===== src/rtl/mul_issue_ctrl_pkg.sv =====
// Shared multiplier-path types: reservation-station packet, function encodings,
// per-instruction metadata carried beside the multiplier, and buffered CDB results.
package mul_issue_ctrl_pkg;

   localparam int XLEN    = 32;
   localparam int PRF_LEN = 6;
   localparam int ROB_LEN = 5;

   typedef enum logic [1:0] {
      ALU_MUL    = 2'd0,
      ALU_MULH   = 2'd1,
      ALU_MULHSU = 2'd2,
      ALU_MULHU  = 2'd3
   } ALU_MUL_FUNC;

   typedef struct packed {
      ALU_MUL_FUNC         mul_func;
      logic [XLEN-1:0]     opa_value;
      logic [XLEN-1:0]     opb_value;
      logic [PRF_LEN-1:0]  dest_preg_idx;
      logic [ROB_LEN-1:0]  rob_idx;
      logic [XLEN-1:0]     PC;
   } RS_MUL_PACKET;

   // kill must stay the MSB: the FIFO's broadcast kill sets the top bit of every entry
   typedef struct packed {
      logic                kill;
      ALU_MUL_FUNC         func;
      logic                neg;
      logic [PRF_LEN-1:0]  dest;
      logic [ROB_LEN-1:0]  rob;
      logic [XLEN-1:0]     PC;
   } MUL_META;

   typedef struct packed {
      logic [XLEN-1:0]     value;
      logic [PRF_LEN-1:0]  dest;
      logic [ROB_LEN-1:0]  rob;
      logic [XLEN-1:0]     PC;
   } MUL_RESULT;

   function automatic logic opa_signed(input ALU_MUL_FUNC f);
      return f != ALU_MULHU;
   endfunction

   function automatic logic opb_signed(input ALU_MUL_FUNC f);
      return (f == ALU_MUL) || (f == ALU_MULH);
   endfunction

endpackage


===== src/rtl/mul_meta_fifo.sv =====
// Synchronous ring FIFO with occupancy count, clear, and a broadcast kill that sets the MSB of every entry.
// Head is registered (zero latency after push edge); push while full is accepted only together with a pop.
module mul_meta_fifo #(
   parameter int W     = 8,
   parameter int DEPTH = 8
) (
   input  logic                         clk_i,
   input  logic                         rst_n_i,
   input  logic                         push_i,
   input  logic [W-1:0]                 push_dat_i,
   input  logic                         pop_i,
   input  logic                         clear_i,
   input  logic                         kill_all_i,
   output logic [W-1:0]                 head_dat_o,
   output logic                         empty_o,
   output logic [$clog2(DEPTH+1)-1:0]   count_o
);

   localparam int CW = $clog2(DEPTH+1);
   localparam int PW = (DEPTH > 1) ? $clog2(DEPTH) : 1;

   logic [W-1:0]  mem_q [DEPTH];
   logic [PW-1:0] rd_q, rd_d, wr_q, wr_d;
   logic [CW-1:0] cnt_q, cnt_d;
   logic          do_push, do_pop;

   function automatic logic [PW-1:0] ptr_inc(input logic [PW-1:0] p);
      return (p == PW'(DEPTH-1)) ? '0 : p + PW'(1);
   endfunction

   assign empty_o    = (cnt_q == '0);
   assign count_o    = cnt_q;
   assign head_dat_o = mem_q[rd_q];
   assign do_pop     = pop_i && !empty_o;
   assign do_push    = push_i && ((cnt_q != CW'(DEPTH)) || do_pop);

   always_comb begin
      rd_d  = rd_q;
      wr_d  = wr_q;
      cnt_d = cnt_q;
      if (clear_i) begin
         rd_d  = '0;
         wr_d  = '0;
         cnt_d = '0;
      end else begin
         if (do_pop)  rd_d = ptr_inc(rd_q);
         if (do_push) wr_d = ptr_inc(wr_q);
         case ({do_push, do_pop})
            2'b10:   cnt_d = cnt_q + CW'(1);
            2'b01:   cnt_d = cnt_q - CW'(1);
            default: cnt_d = cnt_q;
         endcase
      end
   end

   always_ff @(posedge clk_i) begin
      if (!rst_n_i) begin
         rd_q  <= '0;
         wr_q  <= '0;
         cnt_q <= '0;
         for (int i = 0; i < DEPTH; i++) mem_q[i] <= '0;
      end else begin
         rd_q  <= rd_d;
         wr_q  <= wr_d;
         cnt_q <= cnt_d;
         for (int i = 0; i < DEPTH; i++) begin
            if (kill_all_i) mem_q[i][W-1] <= 1'b1;
         end
         if (do_push && !clear_i) mem_q[wr_q] <= push_dat_i;
      end
   end

endmodule


===== src/rtl/mul_issue_ctrl.sv =====
// Multiplier issue/result controller: magnitudes out, sign fix-up on return, in-order result queue to the CDB.
// Issue-to-cdb_valid is STAGE+1 cycles; issue_ready is a credit check over in-flight plus queued results.
module mul_issue_ctrl
   import mul_issue_ctrl_pkg::*;
#(
   parameter int STAGE      = 8,
   parameter int OUTQ_DEPTH = 10
) (
   input  logic                clock,
   input  logic                reset,
   input  RS_MUL_PACKET        rs_mul_packet,
   input  logic                issue_valid,
   output logic                issue_ready,
   input  logic                squash,
   output logic                mult_start,
   output logic [2*XLEN-1:0]   mult_mcand,
   output logic [2*XLEN-1:0]   mult_mplier,
   input  logic [2*XLEN-1:0]   mult_product,
   input  logic                mult_done,
   output logic                cdb_valid,
   output logic [XLEN-1:0]     cdb_value,
   output logic [PRF_LEN-1:0]  cdb_prf_idx,
   output logic [ROB_LEN-1:0]  cdb_rob_idx,
   output logic [XLEN-1:0]     cdb_PC,
   input  logic                cdb_grant
);

   localparam int MCW = $clog2(STAGE+1);
   localparam int QCW = $clog2(OUTQ_DEPTH+1);
   localparam int UW  = $clog2(STAGE+OUTQ_DEPTH+1);

   logic              a_neg, b_neg;
   logic [XLEN-1:0]   a_mag, b_mag;
   MUL_META           meta_in, meta_head;
   MUL_RESULT         res_in, res_head;
   logic              meta_empty, outq_empty;
   logic [MCW-1:0]    meta_cnt;
   logic [QCW-1:0]    outq_cnt;
   logic [UW-1:0]     used;
   logic              done_live;
   logic [2*XLEN-1:0] full_prod;

   assign a_neg = opa_signed(rs_mul_packet.mul_func) && rs_mul_packet.opa_value[XLEN-1];
   assign b_neg = opb_signed(rs_mul_packet.mul_func) && rs_mul_packet.opb_value[XLEN-1];
   assign a_mag = a_neg ? -rs_mul_packet.opa_value : rs_mul_packet.opa_value;
   assign b_mag = b_neg ? -rs_mul_packet.opb_value : rs_mul_packet.opb_value;

   // Credits cover both in-flight and queued results, so a stalled CDB can never overflow the queue
   assign used        = UW'(meta_cnt) + UW'(outq_cnt);
   assign issue_ready = reset && !squash && (used < UW'(OUTQ_DEPTH));
   assign mult_start  = issue_valid && issue_ready;
   assign mult_mcand  = mult_start ? {{XLEN{1'b0}}, a_mag} : '0;
   assign mult_mplier = mult_start ? {{XLEN{1'b0}}, b_mag} : '0;

   assign meta_in = '{kill: 1'b0,
                      func: rs_mul_packet.mul_func,
                      neg:  a_neg ^ b_neg,
                      dest: rs_mul_packet.dest_preg_idx,
                      rob:  rs_mul_packet.rob_idx,
                      PC:   rs_mul_packet.PC};

   // A done with nothing tracked is a leftover from before reset
   assign done_live = mult_done && !meta_empty;

   // Negate the full double-width product; negating halves separately would lose the borry across them
   assign full_prod = meta_head.neg ? (~mult_product + (2*XLEN)'(1)) : mult_product;

   assign res_in.value = (meta_head.func == ALU_MUL) ? full_prod[XLEN-1:0]
                                                     : full_prod[2*XLEN-1:XLEN];
   assign res_in.dest  = meta_head.dest;
   assign res_in.rob   = meta_head.rob;
   assign res_in.PC    = meta_head.PC;

   mul_meta_fifo #(.W($bits(MUL_META)), .DEPTH(STAGE)) u_meta (
      .clk_i      (clock),
      .rst_n_i    (reset),
      .push_i     (mult_start),
      .push_dat_i (meta_in),
      .pop_i      (done_live),
      .clear_i    (1'b0),
      .kill_all_i (squash),
      .head_dat_o (meta_head),
      .empty_o    (meta_empty),
      .count_o    (meta_cnt)
   );

   mul_meta_fifo #(.W($bits(MUL_RESULT)), .DEPTH(OUTQ_DEPTH)) u_outq (
      .clk_i      (clock),
      .rst_n_i    (reset),
      .push_i     (done_live && !meta_head.kill),
      .push_dat_i (res_in),
      .pop_i      (cdb_valid && cdb_grant),
      .clear_i    (squash),
      .kill_all_i (1'b0),
      .head_dat_o (res_head),
      .empty_o    (outq_empty),
      .count_o    (outq_cnt)
   );

   assign cdb_valid   = !outq_empty;
   assign cdb_value   = res_head.value;
   assign cdb_prf_idx = res_head.dest;
   assign cdb_rob_idx = res_head.rob;
   assign cdb_PC      = res_head.PC;

endmodule


===== config.mk =====
export PLATFORM = sky130hd
export DESIGN_NAME = mul_issue_ctrl
export DESIGN_NICKNAME = d
export VERILOG_FILES = /design/src/rtl/mul_issue_ctrl_pkg.sv /design/src/rtl/mul_meta_fifo.sv /design/src/rtl/mul_issue_ctrl.sv
export SDC_FILE = /design/constraint.sdc
export NUM_CORES = 2
export LEC_CHECK = 0
export BUFFER_PORTS_ARGS = -buffer_cell sky130_fd_sc_hd__buf_2
export CAP_MARGIN = 40
export CORE_UTILIZATION = 55
export DETAILED_ROUTE_END_ITERATION = 8
export PLACE_DENSITY = 0.8
export SKIP_LAST_GASP = 1
export SLEW_MARGIN = 0
export SYNTH_ARGS = -nofsm -noshare
export SYNTH_HDL_FRONTEND = slang
export SYNTH_HIERARCHICAL = 1
export SYNTH_SLANG_ARGS = --single-unit

===== constraint.sdc =====
create_clock -name clock -period 24.2 [get_ports clock]
set_input_delay 4.84 -clock clock [delete_from_list [all_inputs] [get_ports clock]]
set_output_delay 4.84 -clock clock [all_outputs]
set_load 0.02 [all_outputs]

==> impl_metrics.env <==
export IMPL_worstSetupPathType="input pin to output pin"
export IMPL_min_delay_path_class="flip-flop to flip-flop"
export IMPL_worstMarginPinSlew_ns=0.956
export IMPL_drt_iter0_drc=6366
export IMPL_synth_common_cells="1562 x edfxtp_1, 817 x nor2_1, 394 x mux4_2"
export IMPL_cts_root_buf="clkbuf_16"
export IMPL_pin_count=385
export IMPL_initial_utilization_pct=55.4
export IMPL_ys_types=82
export IMPL_netlist_instances=4801
export IMPL_hold_viol_final=0
export IMPL_synth_edf_count=1562
export IMPL_maxCapViolCount=0
export IMPL_yosys_area_top_type="edfxtp_1"
export IMPL_muxShareOfSynthArea_pct=13.3
export IMPL_grt_pass1_vias=45500
export IMPL_first_pass_iters=6
export IMPL_via_per_inst=6.46
export IMPL_syn_cell_area_um2=71600
export IMPL_ys_flop_type="edfxtp_1"
export IMPL_drt_wirelength_per_cell_um=27.8
export IMPL_drive_gt1_share_pct=22.7
export IMPL_skew_ns=0.0324
export IMPL_crit_path_frequent_cell="buf_2"
export IMPL_die_area_um2=132000
export IMPL_yosys_area_share_adder_pct=0.335
export IMPL_relSlewSlack_pct=36.3
export IMPL_gp_congestion=0.884
export IMPL_synthToLayoutAreaGrowth_pct=12.4
export IMPL_grt_max_degree=105
export IMPL_r2r_start="u_outq/count_o[1]"
export IMPL_synth_compound_area_share_pct=3.62
export IMPL_cts_max_level=4
export IMPL_irDropWorstVdd_mv=0.0619
export IMPL_slew_violations=0
export IMPL_cellPowerDensity_nw_per_um2=72.5
export IMPL_clk_pin_slew_ns=0.06
export IMPL_tns_ns=0
export IMPL_die_x_um=363
export IMPL_finalCritPeriodShare_pct=50.5
export IMPL_grt_pass1_wl_mm=284
export IMPL_cp_slowest_stage_delay_ns=0.67
export IMPL_status="finished, final reports clean"
export IMPL_r2r_slack_ns=18.68
export IMPL_yosys_area_share_simple_pct=11.6
export IMPL_numCtsBuffers=155
export IMPL_antenna_left=0
export IMPL_crit_reg2reg_capture="u_meta/mem_q[6][40]"
export IMPL_synth_area_per_cell_um2=14.9
export IMPL_p_leak_nw=27.6
export IMPL_synth_xor_area_share_pct=1.50
export IMPL_setup_viol=0
export IMPL_die_h_um=363
export IMPL_synth_area_leaders="edfxtp_1 65%, mux4_2 12%, nor2_1 4.3%"
export IMPL_synth_seq_cells=1605
export IMPL_max_clock_freq_ghz=0.0818
export IMPL_finalCriticalPeriod_ns=12.23
export IMPL_synthMostInstantiatedCell="edfxtp_1"
export IMPL_hpwl_mm=110
export IMPL_rows=132
export IMPL_cp_arrival_ns=7.39
export IMPL_ff2ff_path_depth=12
export IMPL_cts_sinks=1605
export IMPL_vias=45000
export IMPL_cp_slowest_cell="nor4_1"
export IMPL_grt_antenna_before_repair=11
export IMPL_core_um2=129000
export IMPL_io_buffers=320
export IMPL_ys_seq_area_share_pct=66.7
export IMPL_fin_util_pct=62.3
export IMPL_cts_tree="yes"
export IMPL_postLayoutSetupSlackWorst_ns=11.97
export IMPL_drcViolationCount=0
export IMPL_end_kind="output pin"
export IMPL_gr_total_overflow=0
export IMPL_wirelength_mm=194
export IMPL_start_kind="input pin"
export IMPL_synth_async_reset_ratio_pct=0
export IMPL_holdBufCountCts=0
export IMPL_layout_nets=5297
export IMPL_worstHoldStart="u_meta/rd_q[1]"
export IMPL_clockBufferDepth=3
export IMPL_track_usage_pct=29.2
export IMPL_synth_top_family_by_area="multiplexers"
export IMPL_yosys_warnings=6
export IMPL_cts_setup_buffers=0
export IMPL_synth_top_area_share_pct=65.5
export IMPL_clock_latency_ns=0.78
export IMPL_min_delay_path_depth=2
export IMPL_rsz0062_at_grt="no"
export IMPL_path_cells="buf_2 > or3_1 > nor4_1 > nand3_1 > o41ai_1 > xor2_1 > nor2_1 > buf_2"
export IMPL_crit_required_ns=19.36
export IMPL_critPathMaxFanout=6
export IMPL_cts_resized=0
export IMPL_dp_worst_setup_slack_ns=12.08
==> metal layers <==
layer	vias to the layer above	routed length (um)	GRT usage, %
li1	18600	-	-
met2	3456	94900	48.0
met4	10	6210	10.4
met5	-	60	0
met1	22400	67100	38.4
met3	499	25300	6.36
==> how the worst max path moves through the flow <==
| stage | startpoint | end | slack, ns | depth (start not counted) |
|---|---|---|---|---|
| final | rs_mul_packet[83] | mult_mcand[25] | 11.97 | 8 |
| after global routing | rs_mul_packet[83] | mult_mcand[25] | 11.87 | 8 |
| after CTS | rs_mul_packet[83] | mult_mcand[25] | 12.06 | 8 |
| after detailed placement | rs_mul_packet[83] | mult_mcand[25] | 12.08 | 8 |
| after global placement | rs_mul_packet[83] | mult_mcand[25] | 12.24 | 8 |
| after floorplan | mult_done | u_outq/mem_q[12][0] | 10.78 | 6 |
==> worst max-delay path, delay by kind of cell <==
family,cells,cell delay [ns]
AOI/OAI and AO/OA,1,0.44
xor gates and xnor gates,1,0.25
buffers and inverters,2,0.31
and+or+nand+nor,4,1.54
==> placed cells by master, fill, tap and decap left out, drive strengths merged, types with 4 or more instances in the layout <==
cell      instances
mux2             48
a21oi            56
nand2b           14
a22oi           151
nor2b            15
or2               8
a31oi             8
xor2             67
nand2           346
clkinvlp          6
and3              6
and2            303
xnor2            56
o31ai            32
diode             5
nor4b             4
clkbuf          201
nor3            167
o2111ai           4
nor4             19
o41ai            21
or3              31
o21ai            64
or4              22
nand3            21
ha               16
buf             454
o221ai            4
nand4             9
clkinv           56
inv              48
edfxtp         1562
mux4            394
conb             79
dfxtp            43
nor2            817
bufinv            9
mux2i            14
==> sequential cells by signal, indices dropped and copies added, names as in the netlist, named ones only <==
register and count:
u_outq/wr_q 4, u_outq/count_o 4, u_meta/mem_q 376, u_outq/mem_q 1200, u_outq/rd_q 4, u_meta/rd_q 3
u_meta/count_o 4, u_meta/wr_q 3
==> cell type report <==
cell class / count / area, um2
fill: 9007 / 48800
timing repair buffer: 455 / 3110
inverter: 36 / 135
sequential: 1605 / 47800
multi-input combinational: 2847 / 22400
tap: 1742 / 2180
antenna: 5 / 12.5
clock inverter: 83 / 732
clock buffer: 200 / 4110
==> logic make-up after synthesis <==
| kind of cell | after synthesis |
|---|---|
| AOI/OAI and AO/OA | 370 |
| other | 1 |
| DFF | 1605 |
| xor gates and xnor gates | 123 |
| buffers and inverters | 427 |
| and+or+nand+nor | 1801 |
| muxes | 456 |
| adders and majority gates | 18 |
==> per-stage QoR <==
| stage | power, mW | hold WS, ns | instances | area, um2 |
|---|---|---|---|---|
| 3_3_place_gp | 3.52 | 0.462 | 6640 | 74800 |
| 3_5_place_dp | 3.54 | 0.479 | 6681 | 75600 |
| 4_1_cts | 5.84 | 0.495 | 6964 | 80400 |
| 5_1_grt | 5.97 | 0.515 | 6971 | 80500 |
| 6_report | 5.83 | 0.489 | 6973 | 80500 |
| 2_1_floorplan | 3.40 | 0.450 | 4879 | 71900 |
==> power by group <==
part,internal (mW),switching [mW]
Sequential,3.12,0.0216
Clock,1.30,1.04
Combinational,0.0987,0.251
Power figures use the tool's default switching activity.
